`src/rtl/planificador_eventos_pb.sv`:
```
// planificador_eventos_pb: latches RTC/chronometer completion pulses and serves them to the PicoBlaze round-robin.
// Latency: pulse sampled at edge N -> pending after N, interrupt after N+1; outputs are registered.
// Backpressure: events stay pending until consumed by a read of PUERTO_EVENTO; optional `IRQ_TIMEOUT_EN abandons stalled services.
module planificador_eventos_pb #(
   parameter logic [7:0] PUERTO_EVENTO  = 8'h08,
   parameter logic [7:0] PUERTO_ESTADO  = 8'h09,
   parameter logic [7:0] PUERTO_MASCARA = 8'h0A,
   parameter int         TIMEOUT_CICLOS = 1024
) (
   input  logic       clk,
   input  logic       rst,
   input  logic       listo,
   input  logic       listo_lee,
   input  logic       listo_escribe,
   input  logic       fin_crono,
   input  logic [7:0] port_id,
   input  logic       read_strobe,
   input  logic       write_strobe,
   input  logic [7:0] out_port,
   input  logic       interrupt_ack,
   output logic       interrupt,
   output logic [7:0] evento_actual,
   output logic [7:0] estado_eventos,
   output logic [3:0] mascara
);

   typedef enum logic [1:0] {
      IDLE     = 2'd0,
      SOLICITA = 2'd1,
      ATENDIDA = 2'd2,
      LIBERA   = 2'd3
   } estado_t;

   estado_t    estado, estado_n;
   logic [3:0] pendiente, pendiente_n;
   logic [3:0] overrun, overrun_n;
   logic [3:0] pulsos;
   logic [3:0] elegible;
   logic [3:0] borrar;
   logic [1:0] idx, idx_n;
   logic [1:0] ultimo, ultimo_n;
   logic [1:0] sel;
   logic       hay_elegible;
   logic       lee_evento;
   logic       lee_estado;
   logic       escribe_mascara;
   logic       vencido;

   assign pulsos          = {fin_crono, listo_escribe, listo_lee, listo};
   assign elegible        = pendiente & mascara;
   assign lee_evento      = read_strobe  && (port_id == PUERTO_EVENTO);
   assign lee_estado      = read_strobe  && (port_id == PUERTO_ESTADO);
   assign escribe_mascara = write_strobe && (port_id == PUERTO_MASCARA);
   assign estado_eventos  = {overrun, pendiente};

`ifdef IRQ_TIMEOUT_EN
   localparam int CW = $clog2(TIMEOUT_CICLOS) + 1;
   logic [CW-1:0] cuenta;

   assign vencido = (cuenta == CW'(TIMEOUT_CICLOS - 1));

   // Cycles spent in the current wait state; restarts whenever the state changes
   always_ff @(posedge clk) begin
      if (rst) begin
         cuenta <= '0;
      end else if (estado_n != estado) begin
         cuenta <= '0;
      end else if (estado == SOLICITA || estado == ATENDIDA) begin
         cuenta <= cuenta + 1'b1;
      end
   end

   logic [3:0] unused_bits;
   assign unused_bits = out_port[7:4];
`else
   assign vencido = 1'b0;

   logic [35:0] unused_bits;
   assign unused_bits = {out_port[7:4], 32'(TIMEOUT_CICLOS)};
`endif

   // Round-robin search starting just after the last source served or abandoned
   always_comb begin
      logic [1:0] cand;
      hay_elegible = 1'b0;
      sel          = ultimo;
      cand         = ultimo;
      for (int k = 1; k <= 4; k++) begin
         cand = ultimo + 2'(k);
         if (!hay_elegible && elegible[cand]) begin
            hay_elegible = 1'b1;
            sel          = cand;
         end
      end
   end

   // Service FSM: next state, served index, round-robin pointer and consume strobe
   always_comb begin
      estado_n = estado;
      idx_n    = idx;
      ultimo_n = ultimo;
      borrar   = 4'b0000;
      case (estado)
         IDLE: begin
            if (hay_elegible) begin
               idx_n    = sel;
               estado_n = SOLICITA;
            end
         end
         SOLICITA: begin
            if (interrupt_ack) begin
               estado_n = ATENDIDA;
            end else if (vencido) begin
               ultimo_n = idx;
               estado_n = LIBERA;
            end
         end
         ATENDIDA: begin
            if (lee_evento) begin
               borrar   = 4'b0001 << idx;
               ultimo_n = idx;
               estado_n = LIBERA;
            end else if (vencido) begin
               ultimo_n = idx;
               estado_n = LIBERA;
            end
         end
         LIBERA: begin
            estado_n = IDLE;
         end
         default: begin
            estado_n = IDLE;
         end
      endcase
   end

   // Sticky event bits: a new pulse wins over a same-cycle clear
   always_comb begin
      pendiente_n = (pendiente & ~borrar) | pulsos;
      overrun_n   = (lee_estado ? 4'b0000 : overrun) | (pulsos & pendiente);
   end

   // State, event bits, mask and registered PicoBlaze-facing outputs
   always_ff @(posedge clk) begin
      if (rst) begin
         estado        <= IDLE;
         idx           <= 2'd0;
         ultimo        <= 2'd3;
         pendiente     <= 4'b0000;
         overrun       <= 4'b0000;
         mascara       <= 4'hF;
         interrupt     <= 1'b0;
         evento_actual <= 8'h00;
      end else begin
         estado    <= estado_n;
         idx       <= idx_n;
         ultimo    <= ultimo_n;
         pendiente <= pendiente_n;
         overrun   <= overrun_n;
         if (escribe_mascara) begin
            mascara <= out_port[3:0];
         end
         interrupt <= (estado_n == SOLICITA);
         if (estado_n == SOLICITA || estado_n == ATENDIDA) begin
            evento_actual <= {4'b0000, {2'b00, idx_n} + 4'd1};
         end else begin
            evento_actual <= 8'h00;
         end
      end
   end

endmodule

```
`config.mk`:
```
export PLATFORM = sky130hd
export DESIGN_NAME = planificador_eventos_pb
export DESIGN_NICKNAME = d
export VERILOG_FILES = /design/src/rtl/planificador_eventos_pb.sv
export SDC_FILE = /design/constraint.sdc
export NUM_CORES = 1
export LEC_CHECK = 0
export BUFFER_PORTS_ARGS = -buffer_cell sky130_fd_sc_hd__buf_4
export CORE_ASPECT_RATIO = 0.75
export CORE_UTILIZATION = 46
export CTS_CLUSTER_DIAMETER = 100
export DETAILED_ROUTE_END_ITERATION = 10
export PLACE_DENSITY = 0.78
export SLEW_MARGIN = 25
export SYNTH_ARGS = -nofsm -noshare
export SYNTH_HDL_FRONTEND = slang
export SYNTH_SLANG_ARGS = --single-unit
```
`constraint.sdc`:
```
create_clock -name clk -period 2.58 [get_ports clk]
set_clock_uncertainty 0.05 [all_clocks]
set_input_delay 0.387 -clock clk [delete_from_list [all_inputs] [get_ports clk]]
set_output_delay 0.387 -clock clk [all_outputs]
set_load 0.02 [all_outputs]
```
# Word-level counts from Yosys, hierarchy flattened
# Cells that the tools add are included.
# classes
n_mux,25
shift,1
order_cmp,4
reduce_logical,13
eq_ne,8
bitwise,7
n_addsub,4
# ops
operator,count
$eq 8x4->1 const B,3
$mux 2,9
$and 4x4->4,3
$lt 2x3->1 const B,4
$mux 4,3
$bmux 1 s2,4
$mux 1,8
$or 4x4->4,2
$pmux 2 s4,1
$eq 2x2->1 const B,3
$logic_and 1x1->1,6
$add 2x2->2 const B,2
$eq 2x1->1 const B,2
$not 4->4,1
$shl 1x2->4 const A,1
$add 2x1->3 const B,1
$logic_not 1->1,3
$add 2x1->2 const B,1
$logic_not 2->1,1
$reduce_and 2->1,1
$reduce_or 2->1,1
$logic_or 1x1->1,1
$not 1->1,1
# totals
out_inout_bits,21
reg_bits,27

# Logic depth before layout (Yosys ltp)
# logic_depth
ltp_word,19
depth_mapped,7
mapped_depth_nobuf,7

# Worst setup path after synthesis
# No wires, ideal clock.
# synth_path
kind,input port to flip-flop
start,input port_id[5]
end,register evento_actual[0]
arrival_time_ps,1910
setup_time_ps,60
stages,7
slack_ps,560
path_cell_list,or4_4 nor3_1 nand2_1 nand3_1 ha_1 a211oi_1 a32o_1
# synth_via
elab_chain_cells,8
elab_cells_between_ends,9
cone_classes,3 x eq/ne; 2 x mux; 1 x bitwise; 3 x reduce/logical
# synth_rtl
element,line,text
from (decl),16,"input logic [7:0] port_id,"
$eq 8x4->1 (*),51,assign lee_evento = read_strobe && (port_id == PUERTO_EVENTO);
$logic_and 1x1->1 (*),51,
$mux 2 (*),119,if (lee_evento) begin
$pmux 2 s4 (*),103,case (estado)
via estado_n[0],34,"estado_t estado, estado_n;"
$eq 2x1->1 / $eq 2x2->1 (equally long branches),164,if (estado_n == SOLICITA || estado_n == ATENDIDA) begin
$logic_or 1x1->1 (*),164,
$not 1->1 (no line) (*),--,
$reduce_or 2->1 (no line) (*),--,
to (signal assigned),165,"evento_actual <= {4'b0000, {2'b00, idx_n} + 4'd1};"
to (decl),22,"output logic [7:0] evento_actual,"
# Mark *: on every way through the listed nets, which the timed path passes. The rest lies on a longest branch.
# A chain may end at the register's enable or synchronous reset.

# Worst setup path in the final report
# layout_path
start,register pendiente[2]
end,register evento_actual[0]
# layout_via
elab_chain_cells,19
elab_cells_between_ends,33
cone_classes,1 x add/sub; 2 x eq/ne; 20 x mux; 2 x bitwise; 8 x reduce/logical
# layout_rtl
element,line,text
from (decl),35,"logic [3:0] pendiente, pendiente_n;"
from (signal assigned),158,pendiente <= pendiente_n;
$and 4x4->4 (*),50,assign elegible = pendiente & mascara;
$bmux 1 s2,90,if (!hay_elegible && elegible[cand]) begin
$mux 1 (implied by the code),90,
$mux 1,90,
$logic_not 1->1,90,
$logic_and 1x1->1,90,
$mux 1,90,
$logic_not 1->1,90,
[... 4 more ...],--,
$mux 1 (*),90,
$mux 2 (*),105,if (hay_elegible) begin
$pmux 2 s4 (*),103,
via estado_n[0],34,
$eq 2x1->1 / $eq 2x2->1 (equally long branches),164,
$logic_or 1x1->1 (*),164,
$not 1->1 (no line) (*),--,
$reduce_or 2->1 (no line) (*),--,
# Mark *: on every way through the listed nets, which the timed path passes. The rest lies on a longest branch. The select of a mux whose other input is x is not followed.

==> summary.md <==
| Metric | Value |
|---|---|
| Crit-path cells | a22oi_1 -> a311o_1 -> nand3_1 -> ha_1 -> a211oi_1 -> a32o_1 |
| Setup Fix Bufs, Post-CTS | 0 |
| Setup TNS Final | 0 ns |
| Crit-path max FO | 8 |
| Final-report hold violation count | 0 |
| Row cnt | 14 |
| RSZ-0062 raised after global routing | false |
| Top_reg_cell synth | dfxtp_1 |
| Number of synthesized flops with an enable pin | 0 |
| Antenna violations before repair | 0 |
| Post-Syn Instances | 117 |
| Clock root buffer | clkbuf_4 |
| Core ar. | 2085 sq um |
| DR vias | 994 |
| DRT antenna net count | 0 |
| Worst min path class | primary input to register |
| Rel. slew slack | 66.65% |
| Actual slew at the worst max-slew pin | 0.4965 ns |
| Clk sink count | 22 |
| Syn-to-layout area delta | 27.40% |
| First DRT Iteration DRCs | 38 |
| Synthesized flop and latch total | 22 |
| Height of the die | 43.47 um |
| Critical path type | register to register |
| Non-Filler Instances | 176 |
| Die area | 2490 sq um |
| Pwr dens | 546.0 nW/um^2 |
| Crit path arrival time | 2.33 ns |
| DR pass1 iterations | 7 |
| Deepest clock path buffer count | 2 |
| Pin count of the biggest net entering global routing | 30 |
| Syn avg cell area | 9.015 sq um |
| Max-Cap Viols | 0 |
| Num CTS Buffers | 3 |
| CP top delay family | compound AO/OA/AOI/OAI gates |
| Routability cong. | 0.7558 |
| CTS hold repair buffers | 0 |
| FFs w/ async S/R, synth | 0% |
| Period utilization | 82.35% |
| Slowest CP cell | a311o_1 |
| GRT Total Usage | 19.69% |
| Worst path max stage delay | 0.41 ns |
| Final setup vio count | 0 |
| CP Depth | 6 |
| Total number of yosys warnings | 0 |
| H-tree lvl count | 1 |
| Grt total ovfl | 0 |
| Leakage | 0.0005754 uW |
| Nets | 181 |
| Filler Cells Inserted | 181 |
| TritonCTS clock tree | yes |
| Reg clk slew, reported paths | 0.11 ns |
| Skew-Pair Late Insertion Delay | 0.31 ns |
| Dpl cells | 173 |
| Routed Wire Length | 2258 um |
| Violated checks | design-rule violations |
| Period minus WS final | 2.125 ns |
| Die Width | 57.29 um |
| Outcome | finished with violations |
| Drt drc | 6 |
| Count of input and output buffers | 36 |
| N_diodes | 0 |
| DP HPWL | 1800 um |
| CP endpoint kind | register |
| Initial Utilization | 50.60% |
| Synth unique cells | 38 |
| Worst r2r path cells | 6 |
| Maximum vdd drop | 0.3164 mV |
| Worst hold path cell count | 3 |
| Startpoint types | register |
| Seq/Total Area, Yosys | 41.76% |
| Required time worst endpoint | 2.79 ns |
| First-pass GRT wire length | 3753 um |
| Drt wl/cell | 12.83 um |
| Number of global-route vias before repair | 887 |
| Post_cts resized | 0 |
| WP buf/inv | 0 |
| Core Util, Final | 64.47% |
| Cell area after synthesis | 1055 sq um |
| Share of cells above drive strength 1 | 28.95% |
| Max Fclk | 470.6 MHz |
| Via density | 5.648 |
| Final slew viol count | 0 |
| IO Pins | 46 |
-- worst reg2reg max path, cell delays in order, from the launching register on --
cell and delay, ns:
dfxtp_1 0.38, a22oi_1 0.35, a311o_1 0.41, nand3_1 0.13, ha_1 0.36, a211oi_1 0.20, a32o_1 0.20
-- synthesized netlist by cell type (2+ instances only) --
cell | instances | area [sq um]
a22oi_1 | 5 | 37.54
nor3b_1 | 4 | 30.03
a21oi_1 | 9 | 45.04
a311oi_1 | 3 | 26.28
nand3b_1 | 2 | 15.01
nand2_1 | 7 | 26.28
buf_1 | 2 | 7.510
nor3_1 | 8 | 40.04
buf_4 | 5 | 37.54
a211oi_1 | 5 | 37.54
nor2_1 | 16 | 60.06
dfxtp_1 | 22 | 440.4
ha_1 | 2 | 25.02
a31oi_1 | 2 | 12.51
inv_1 | 2 | 7.510
-- metal layers --
layer  part of all wire [%]  track usage (%)
met1                     46            23.70
met2                     46            34.35
met3                    8.1            6.866
met4                   0.62            4.390
met5                      0                0
-- state kept, by name (all words and copies together), names as in the netlist --
signal,count
estado,2
evento_actual,3
idx,2
interrupt,1
mascara,4
overrun,4
pendiente,4
ultimo,2
-- worst paths after layout --
path                                start                          end  slack, ns
hold / removal                out_port[2]      mascara[2]$_SDFFE_PP1P_       0.28
hold reg to reg     overrun[2]$_SDFF_PP0_        overrun[2]$_SDFF_PP0_       0.46
setup / recovery  pendiente[2]$_SDFF_PP0_  evento_actual[0]$_SDFF_PP0_       0.46
setup reg to reg  pendiente[2]$_SDFF_PP0_  evento_actual[0]$_SDFF_PP0_       0.46
-- cells in the final DEF (no fill, tap or decap) --
cell,count
a211o_1,1
a211oi_1,5
a21oi_1,9
a22oi_1,5
a22oi_2,1
a311o_1,1
a311oi_1,3
a31oi_1,2
a32o_1,1
and2_1,1
and3_1,1
and3b_1,1
buf_4,36
clkbuf_4,3
conb_1,5
dfxtp_1,22
ha_1,2
inv_1,2
nand2_1,7
nand2b_1,1
nand3_1,1
nand3b_1,2
nor2_1,16
nor2b_1,1
nor3_1,8
nor3b_1,4
nor4_4,1
nor4b_4,1
nor4bb_1,1
o21ai_0,1
o21bai_1,1
o22ai_1,1
o2bb2ai_1,1
o31ai_1,1
or3_1,1
or3_4,1
or4_4,1
-- layout make-up --
class                      instances  area [sq um]  share of cell area (%)
timing repair buffer              36         270.3                   20.11
clock buffer                       3         22.52                   1.676
sequential                        22         440.4                   32.77
inverter                           2         7.507                  0.5587
multi-input combinational         89         573.1                   42.64
tap                               24         30.03                   2.235
-- logic make-up after synthesis --
group,Yosys count,synth area share [%]
and+or+nand+nor,49,27.88
AOI/OAI and AO/OA,33,22.30
DFF,22,41.76
buffers and inverters,10,5.339
adders and majority gates,2,2.372
other,1,0.3555
-- per-stage QoR --
step | hold slack [ns] | cell area (sq um) | power [uW] | worst slack (ns)
floorplan | 0.4500 | 1070 | 518.0 | 0.5602
global placement | 0.4259 | 1321 | 582.8 | 0.3337
detailed placement | 0.4452 | 1321 | 589.3 | 0.2755
CTS | 0.2821 | 1344 | 739.3 | 0.4629
global route | 0.2757 | 1344 | 777.0 | 0.2970
finish | 0.2821 | 1344 | 733.8 | 0.4552
-- power breakdown --
part | switching, uW | internal [uW] | total (uW) | leakage (uW)
combinational | 102 | 89.3 | 192 | 0.000381
clock | 97.1 | 54.6 | 152 | 0.0000138
sequential | 23.7 | 367 | 390 | 0.000181
total | 223 | 511 | 734 | 0.000575
No activity file was read; power rests on OpenSTA's default activity.
